$ cat config.mk
export PLATFORM = sky130hd
export DESIGN_NAME = swap_range_reverser
export DESIGN_NICKNAME = d
export VERILOG_FILES = /design/src/rtl/swap_range_reverser.sv
export SDC_FILE = /design/constraint.sdc
export NUM_CORES = 1
export LEC_CHECK = 0
export BUFFER_PORTS_ARGS = -buffer_cell sky130_fd_sc_hd__buf_2
export CAP_MARGIN = 20
export CELL_PAD_IN_SITES_DETAIL_PLACEMENT = 1
export CELL_PAD_IN_SITES_GLOBAL_PLACEMENT = 2
export CORE_ASPECT_RATIO = 0.7
export CORE_MARGIN = 3
export CORE_UTILIZATION = 36
export DETAILED_ROUTE_END_ITERATION = 10
export MAX_ROUTING_LAYER = met4
export PLACE_DENSITY_LB_ADDON = 0.1
export SLEW_MARGIN = 20
export SYNTH_ARGS = -nofsm -noshare
export SYNTH_HDL_FRONTEND = slang
export SYNTH_SLANG_ARGS = --single-unit
$ cat constraint.sdc
create_clock -name clk -period 2.74 [get_ports clk]
set_input_delay 0.685 -clock clk [delete_from_list [all_inputs] [get_ports clk]]
set_output_delay 0.685 -clock clk [all_outputs]
set_load 0.05 [all_outputs]
$ cat src/rtl/swap_range_reverser.sv
// Reverses an inclusive register-file address range in place by issuing
// swap requests (lo,hi), (lo+1,hi-1), ... inward on the file's swap port.
module swap_range_reverser #(
    parameter int ADDR_WIDTH  = 7,
    parameter int SWAP_CYCLES = 3
) (
    input  logic                  clk,
    input  logic                  reset,
    input  logic                  start,
    input  logic [ADDR_WIDTH-1:0] lo_addr,
    input  logic [ADDR_WIDTH-1:0] hi_addr,
    output logic                  busy,
    output logic                  done,
    output logic                  swap,
    output logic [ADDR_WIDTH-1:0] address_a,
    output logic [ADDR_WIDTH-1:0] address_b,
    output logic [ADDR_WIDTH-1:0] swap_count
);

    localparam int CW = $clog2(SWAP_CYCLES + 1);
    localparam logic [CW-1:0] HOLD_LAST = CW'(SWAP_CYCLES - 1);

    typedef enum logic [1:0] {IDLE, ISSUE, GAP, DONE} state_t;

    state_t                state_q, state_d;
    logic [CW-1:0]         hold_q, hold_d;
    logic                  busy_q, busy_d;
    logic                  done_q, done_d;
    logic                  swap_q, swap_d;
    logic [ADDR_WIDTH-1:0] address_a_q, address_a_d;
    logic [ADDR_WIDTH-1:0] address_b_q, address_b_d;
    logic [ADDR_WIDTH-1:0] swap_count_q, swap_count_d;
    logic [ADDR_WIDTH-1:0] lo_q, lo_d;
    logic [ADDR_WIDTH-1:0] hi_q, hi_d;
    logic [ADDR_WIDTH-1:0] lo_inc, hi_dec;

    always_comb begin
        state_d      = state_q;
        hold_d       = hold_q;
        busy_d       = busy_q;
        done_d       = 1'b0;
        swap_d       = swap_q;
        address_a_d  = address_a_q;
        address_b_d  = address_b_q;
        swap_count_d = swap_count_q;
        lo_d         = lo_q;
        hi_d         = hi_q;
        lo_inc       = lo_q + 1'b1;
        hi_dec       = hi_q - 1'b1;

        case (state_q)
            IDLE: begin
                busy_d = 1'b0;
                swap_d = 1'b0;
                if (start) begin
                    lo_d         = lo_addr;
                    hi_d         = hi_addr;
                    swap_count_d = '0;
                    busy_d       = 1'b1;
                    hold_d       = '0;
                    if (lo_addr < hi_addr) begin
                        state_d     = ISSUE;
                        swap_d      = 1'b1;
                        address_a_d = lo_addr;
                        address_b_d = hi_addr;
                    end else begin
                        state_d = DONE;
                        done_d  = 1'b1;
                    end
                end
            end
            ISSUE: begin
                if (hold_q == HOLD_LAST) begin
                    state_d      = GAP;
                    swap_d       = 1'b0;
                    swap_count_d = swap_count_q + 1'b1;
                end else begin
                    hold_d = hold_q + 1'b1;
                end
            end
            GAP: begin
                // GAP is only entered with lo < hi, so neither step can wrap.
                lo_d   = lo_inc;
                hi_d   = hi_dec;
                hold_d = '0;
                if (lo_inc < hi_dec) begin
                    state_d     = ISSUE;
                    swap_d      = 1'b1;
                    address_a_d = lo_inc;
                    address_b_d = hi_dec;
                end else begin
                    state_d = DONE;
                    done_d  = 1'b1;
                end
            end
            DONE: begin
                busy_d  = 1'b0;
                state_d = IDLE;
            end
            default: state_d = IDLE;
        endcase
    end

    always_ff @(posedge clk or posedge reset) begin
        if (reset) begin
            state_q      <= IDLE;
            hold_q       <= '0;
            busy_q       <= 1'b0;
            done_q       <= 1'b0;
            swap_q       <= 1'b0;
            address_a_q  <= '0;
            address_b_q  <= '0;
            swap_count_q <= '0;
        end else begin
            state_q      <= state_d;
            hold_q       <= hold_d;
            busy_q       <= busy_d;
            done_q       <= done_d;
            swap_q       <= swap_d;
            address_a_q  <= address_a_d;
            address_b_q  <= address_b_d;
            swap_count_q <= swap_count_d;
        end
    end

    // Range pointers are pure data, always rewritten on an accepted start.
    always_ff @(posedge clk) begin
        lo_q <= lo_d;
        hi_q <= hi_d;
    end

    assign busy       = busy_q;
    assign done       = done_q;
    assign swap       = swap_q;
    assign address_a  = address_a_q;
    assign address_b  = address_b_q;
    assign swap_count = swap_count_q;

endmodule

==> results.md, run 1 <==
- Crit Path Class: reg -> reg
- Worst path required time: 2920 ps
- Post-synth net total: 260
- Final setup TNS: 0 ps
- DR WL/cell: 15.95 um
- Static leakage: 1.343 nW
- Post-synth EDFFs: 14
- # setup viols final: 0
- Synth warn: 0
- Non-Filler Instances: 366
- Clock buffer depth: 2
- R2R Setup Slk: 130 ps
- Top cells by area, synth: dfrtp_1, edfxtp_1, ha_1
- Hold slack: 446.5 ps
- Placement-stage cell area: 2716 um^2
- Sequential fraction of the synthesis area: 46.59%
- Total CTS buffers: 5
- Syn_area_per_cell: 10.79 um^2
- Prevailing post-synth register cell: dfrtp_1
- Post-route ant nets: 0
- Worst-Skew Late Latency: 290 ps
- Fin. Hold Viols: 0
- Syn Inst Count: 223
- Area grow syn2layout: 20.54%
- Post-synth top area share: 29.12%
- FF-to-FF path depth: 11
- Row cnt: 24
- Dominant cell type by area after synthesis: dfrtp_1
- Max-cap violations: 0
- Register bit total from synthesis: 42
- Core Area: 6336 um^2
- Placed Cells: 353
- RSZ-0062 raised after global routing: no
- First-pass GRT wire length: 9273 um
- Residual DRC: 0
- Hpwl dp: 4491 um
- Worst-Margin Slew: 549.1 ps
- GPL Wtd Cong: 0.7373
- Critical path launch point type: flip-flop
- Fmax: 382.9 MHz
- Layout Skew: 7.531 ps
- Inserted Diodes: 0
- Root buffer cell: clkbuf_8
- Async S/R FF share, synth: 66.67%
- Worst-path clk slew: 90 ps
- Post-Place Setup Slack: -7.643 ps
- Peak VDD IR: 0.0006376 V
- Distinct cells, synth: 34
- Starting density of the core: 37.97%
- Crit path max fanout: 7
- Reg-to-reg endpoint: address_a[3]$_DFFE_PP0P_
- CP Capture Type: flip-flop
- Synth Cell Area: 2406 um^2
- Setup crit start: lo_q[0]$_DFFE_PP_
- Reg2reg start: lo_q[0]$_DFFE_PP_
- Share of cells above drive strength 1: 32.36%
- CTS sink count: 42
- Slew HR: 63.05%
- Fin nets: 311
- Cell Pwr Density: 1388 nW/um^2
- Final count of pins violating max slew: 0
- CP Cell Sequence: ha_4 -> nand3_2 -> nor2_4 -> xor2_2 -> ha_1 -> a21oi_1 -> o22ai_2 -> a21oi_4 -> buf_4 -> o211ai_4 -> mux2_4
- Worst setup margin: 128.3 ps
- Min-delay worst type: in -> async
- Status: finished, final reports clean
- PortBufs: 40
- Initial antenna violation count: 0
- Vias/cell: 4.768
- CTS tree: done
- Period utilization: 95.32%
- Worst endpoint data arrival time: 2790 ps
- Die Span Y: 74.40 um
- Post-Route WL: 5839 um
- DR pass1 iterations: 4
- Pin count of the biggest net entering global routing: 29
- Die area: 7716 um^2
- Finished layout cell area: 2900 um^2
- H-tree depth: 2
- Routed vias: 1745
- Post-layout util: 45.77%
- CP max stage delay: 450 ps
- GRT Util Overall: 16.28%
- Critical-path top delay cell: edfxtp_1
- I/O Pins: 41
- Final Critical Period: 2612 ps
- Final Power: 4.025 mW
- Crit path capture: address_a[3]$_DFFE_PP0P_
- Grt ovf: 0
- Chip Width: 103.7 um
- Vias in the first global route: 1751
- DRT iter0 DRCs: 32
[layer usage]
metal  up-vias  GRT usage, %  share of wire [%]  routed length, um
li1        867             -                  -                  -
met1       844         24.97                 57               3357
met2        32         21.59                 38               2224
met3         2         3.643                4.0                235
met4         0         3.097               0.38                 22
met5         -             -                  0                  0
[area by class of cell]
type | instances | area [um^2]
Clock buffer | 5 | 68.82
Clock inverter | 3 | 21.27
Fill cell | 723 | 3436
Inverter | 17 | 63.81
Multi-Input combinational cell | 159 | 1244
Sequential cell | 42 | 1121
Tap cell | 91 | 113.9
Timing Repair Buffer | 49 | 267.8
[how the worst min path moves through the flow]
stage                                  start  slack, ps                        end
floorplan              hold_q[1]$_DFFE_PP0P_        450      hold_q[1]$_DFFE_PP0P_
global placement       hold_q[1]$_DFFE_PP0P_        470      hold_q[1]$_DFFE_PP0P_
detailed placement  address_b[5]$_DFFE_PP0P_        490   address_b[5]$_DFFE_PP0P_
CTS                                    reset        460   address_b[3]$_DFFE_PP0P_
global route                           reset        470  swap_count[1]$_DFFE_PP0P_
finish                                 reset        450   address_b[5]$_DFFE_PP0P_
[cell families (layout without fill, tap and decap cells)]
kind of cell / Yosys count / in the layout / synth area share (%)
flip-flops: 42 / 42 / 46.59
multiplexers: 20 / 20 / 10.82
AND/OR/NAND/NOR: 67 / 67 / 12.38
XOR/XNOR: 14 / 14 / 5.096
buffers and inverters: 23 / 74 / 4.368
AO/OA/AOI/OAI: 37 / 38 / 10.35
adder cells (fa/ha/maj): 20 / 20 / 10.40
[flip-flops by register name, indices dropped and copies added, names as in the netlist]
signal	cells
address_a	7
address_b	7
hi_q	7
lo_q	7
swap_count	7
hold_q	2
state_q	2
busy	1
done	1
swap	1
[cell usage after synthesis, types with 2 or more instances]
library cell / count
inv_1: 17
a21oi_1: 12
o21ai_1: 3
mux2_4: 10
xor2_1: 7
nand3_1: 8
dfrtp_1: 28
o21ai_0: 10
xnor2_1: 7
buf_2: 2
nor4_1: 2
a22o_1: 4
mux2i_1: 2
mux2_2: 7
edfxtp_1: 14
buf_6: 2
nor2_1: 29
nand2_1: 19
nor2b_1: 5
a31oi_1: 2
ha_1: 20
[cells in the final DEF (no fill, tap or decap), types with 2 or more instances in the layout]
cell	instances
nand2_1	19
nor2_1	27
buf_2	40
a21oi_1	12
dfrtp_1	28
o21ai_1	3
mux2i_1	2
ha_1	19
xnor2_1	7
edfxtp_1	14
o21ai_0	10
buf_4	9
a22o_1	4
nor4_1	2
mux2_4	11
inv_1	17
a31oi_1	2
xor2_2	2
xor2_1	5
nand3_1	7
mux2_2	7
nand3_2	2
nor2b_1	5
clkbuf_8	5
[power by group]
group | internal (mW) | total [mW] | switching, mW
sequential | 0.990 | 1.18 | 0.193
combinational | 0.927 | 2.44 | 1.51
clock | 0.179 | 0.404 | 0.224
[repair_timing]
| action | in CTS | in global routing |
|---|---|---|
| setup endpoints to repair | 11 | 16 |
| gates cloned | 1 | 0 |
| pin swaps | 1 | 4 |
| gates resized for setup | 0 | 10 |
| buffers inserted | 3 | 1 |
| hold buffers | 0 | 0 |
[worst max-delay path: cells and delay by family, from the launching register on]
family | cells | cell delay [ps]
buf+inv | 1 | 150
flops | 1 | 450
xor+xnor | 1 | 210
fa+ha+maj | 2 | 460
simple gates | 2 | 230
compound gates | 4 | 630
mux | 1 | 360
Power figures use the tool's default switching activity.
==> run 2, diff against run 1 <==
==> constraint.sdc (replaced) <==
create_clock -name clk -period 2.74 [get_ports clk]
set_input_delay 0.822 -clock clk [delete_from_list [all_inputs] [get_ports clk]]
set_output_delay 0.822 -clock clk [all_outputs]
set_load 0.05 [all_outputs]
==> run 2 against run 1 <==
Critical path depth down 1. Largest power group unchanged. Clock power rose by 21%. Die area unchanged. Sequential cell count did not move. Critical endpoint is now address_b[5]$_DFFE_PP0P_. Largest cell class unchanged. First-iteration DRC count is 69% higher. Sequential share of layout area rose by 0.17 points. Sequential power about the same.
==> results.md, run 2 (synthesis results as in run 1) <==
- Status: finished, final reports clean
- H-tree depth: 2 (unchanged)
- Fmax: 387.5 MHz (+1.2%)
- Chip Width: 103.7 um (unchanged)
- First-pass GRT wire length: 8956 um (-3.4%)
- Crit Path Class: reg -> reg
- DR pass1 iterations: 4 (unchanged)
- Post-cts hold buffer count: 0 (unchanged)
- GRT Util Overall: 15.53% (-0.75 points)
- Post-layout util: 45.58% (-0.20 points)
- Residual DRC: 0 (unchanged)
- Cell Pwr Density: 1404 nW/um^2 (+1.1%)
- CTS tree: done
- Core Area: 6336 um^2 (unchanged)
- Slew HR: 64.10% (+1.0 points)
- Placed Cells: 353 (unchanged)
- CP Cell Sequence: ha_1 -> nand3_1 -> nor2_2 -> xor2_1 -> ha_1 -> a21oi_2 -> o22ai_2 -> a21oi_4 -> o211ai_4 -> mux2_1
- Hold slack: 504.7 ps (+58.14 ps)
- PortBufs: 40 (unchanged)
- Fill cell count: 718 (-0.69%)
- Initial antenna violation count: 0 (unchanged)
- # setup viols final: 0 (unchanged)
- Peak VDD IR: 0.0006182 V (-3.0%)
- Critical-path top delay cell: edfxtp_1
- Fin. Hold Viols: 0 (unchanged)
- Critical path launch point type: flip-flop
- Most common cell after layout, fill and taps aside: buf_2
- Die area: 7716 um^2 (unchanged)
- I/O Pins: 41 (unchanged)
- Total CTS buffers: 5 (unchanged)
- Post-route ant nets: 0 (unchanged)
- Fin nets: 310 (-0.32%)
- Root buffer cell: clkbuf_8
- Static leakage: 1.356 nW (+0.96%)
- Clock buffer depth: 2 (unchanged)
- Final count of pins violating max slew: 0 (unchanged)
- Starting density of the core: 37.97% (unchanged)
- Worst-path clk slew: 80 ps (about the same)
- Final Power: 4.053 mW (+0.70%)
- Period utilization: 94.18% (-1.1 points)
- Routed vias: 1753 (+0.46%)
- Crit path max fanout: 7 (unchanged)
- DRT iter0 DRCs: 54 (+69%)
- Max-cap violations: 0 (unchanged)
- CP max stage delay: 420 ps (-30 ps)
- Vias in the first global route: 1716 (-2.0%)
- Hpwl dp: 4388 um (-2.3%)
- Die Span Y: 74.40 um (unchanged)
- Area grow syn2layout: 20.02%
- CP most frequent cell: ha_1
- Worst-Margin Slew: 533.6 ps (-15.49 ps)
- CTS sink count: 42 (unchanged)
- Commonest non-fill, non-tap cells in the layout: buf_2, nor2_1, dfrtp_1
- DR WL/cell: 15.65 um (-1.9%)
- Grt ovf: 0 (unchanged)
- CP Capture Type: flip-flop
- Layout Skew: 5.870 ps (-1.661 ps)
- Worst path required time: 2920 ps (about the same)
- Post-Route WL: 5712 um (-2.2%)
- Inserted Diodes: 0 (unchanged)
- CP bufs+invs: 0 (-1)
- Row cnt: 24 (unchanged)
- Worst endpoint data arrival time: 2760 ps (-30 ps)
- Final setup TNS: 0 ps (unchanged)
- Pin count of the biggest net entering global routing: 29 (unchanged)
- Non-Filler Instances: 365 (-0.27%)
- Worst-Skew Late Latency: 300 ps (about the same)
- CP top delay family: compound AO/OA/AOI/OAI gates
- Vias/cell: 4.803 (+0.73%)
- Share of cells above drive strength 1: 30.66% (-1.7 points)
- GPL Wtd Cong: 0.7474 (+1.4%)
- Final Critical Period: 2581 ps (-31.09 ps)
- Min-delay worst type: reg -> reg
## run 2: cell types whose count changed in the layout (fill, tap and decap cells not counted), sizes merged
cell	before	now
buf	49	48
bufinv	0	1
clkinvlp	1	0
## run 2: metrics by stage
stage                     worst slack [ps]  instance area, um^2
after global placement               50.67                 2716
after global routing                -10.08                 2888
after CTS                            65.64                 2825
after floorplan                      284.1                 2406
final                                159.3                 2888
after detailed placement             35.20                 2716
## run 2: worst reg2reg max path, delay by kind of cell (launching register included)
family                     cells  cell delay (ps)
AOI/OAI and AO/OA              4              700
adders and majority gates      2              540
DFF                            1              420
muxes                          1              380
xor gates and xnor gates       1              230
and+or+nand+nor                2              200
## run 2: power breakdown
group          switching [mW]  total [mW]  internal, mW
registers               0.179        1.17         0.989
clock network           0.219       0.488         0.268
logic                    1.50        2.40         0.892
## run 2: path summary, 6_finish.rpt
kind / slack (ps) / cells past startpoint / end / start
setup / recovery: 160 / 10 / address_b[5]$_DFFE_PP0P_ / lo_q[0]$_DFFE_PP_
hold / removal: 500 / 1 / hold_q[0]$_DFFE_PP0P_ / hold_q[0]$_DFFE_PP0P_
setup reg to reg: 160 / 10 / address_b[5]$_DFFE_PP0P_ / lo_q[0]$_DFFE_PP_
hold reg to reg: 500 / 1 / hold_q[0]$_DFFE_PP0P_ / hold_q[0]$_DFFE_PP0P_
max in group asynchronous: 1870 / 3 / address_a[3]$_DFFE_PP0P_ / reset
min in group asynchronous: 590 / 3 / swap_count[6]$_DFFE_PP0P_ / reset
## run 2: metal layers
| layer | wire length [um] | global-route usage, % |
|---|---|---|
| met2 | 2149 | 20.51 |
| met1 | 3312 | 23.93 |
| met5 | 0 | - |
| met3 | 232 | 3.903 |
| met4 | 18 | 2.212 |
## run 2: cell type report
| type | instances | area, um^2 | share of cell area (%) |
|---|---|---|---|
| inverters | 17 | 63.81 | 2.210 |
| multi-input cells | 159 | 1220 | 42.24 |
| repair buffers | 48 | 260.3 | 9.012 |
| well taps | 91 | 113.9 | 3.943 |
| clock inverters | 3 | 40.04 | 1.386 |
| flip-flops and latches | 42 | 1121 | 38.82 |
| clock buffers | 5 | 68.82 | 2.383 |
## run 2: what timing repair did
item | CTS | global route
resized for setup | 0 | 5
setup buffers | 0 | 3
endpoints found under the setup margin | 0 | 14
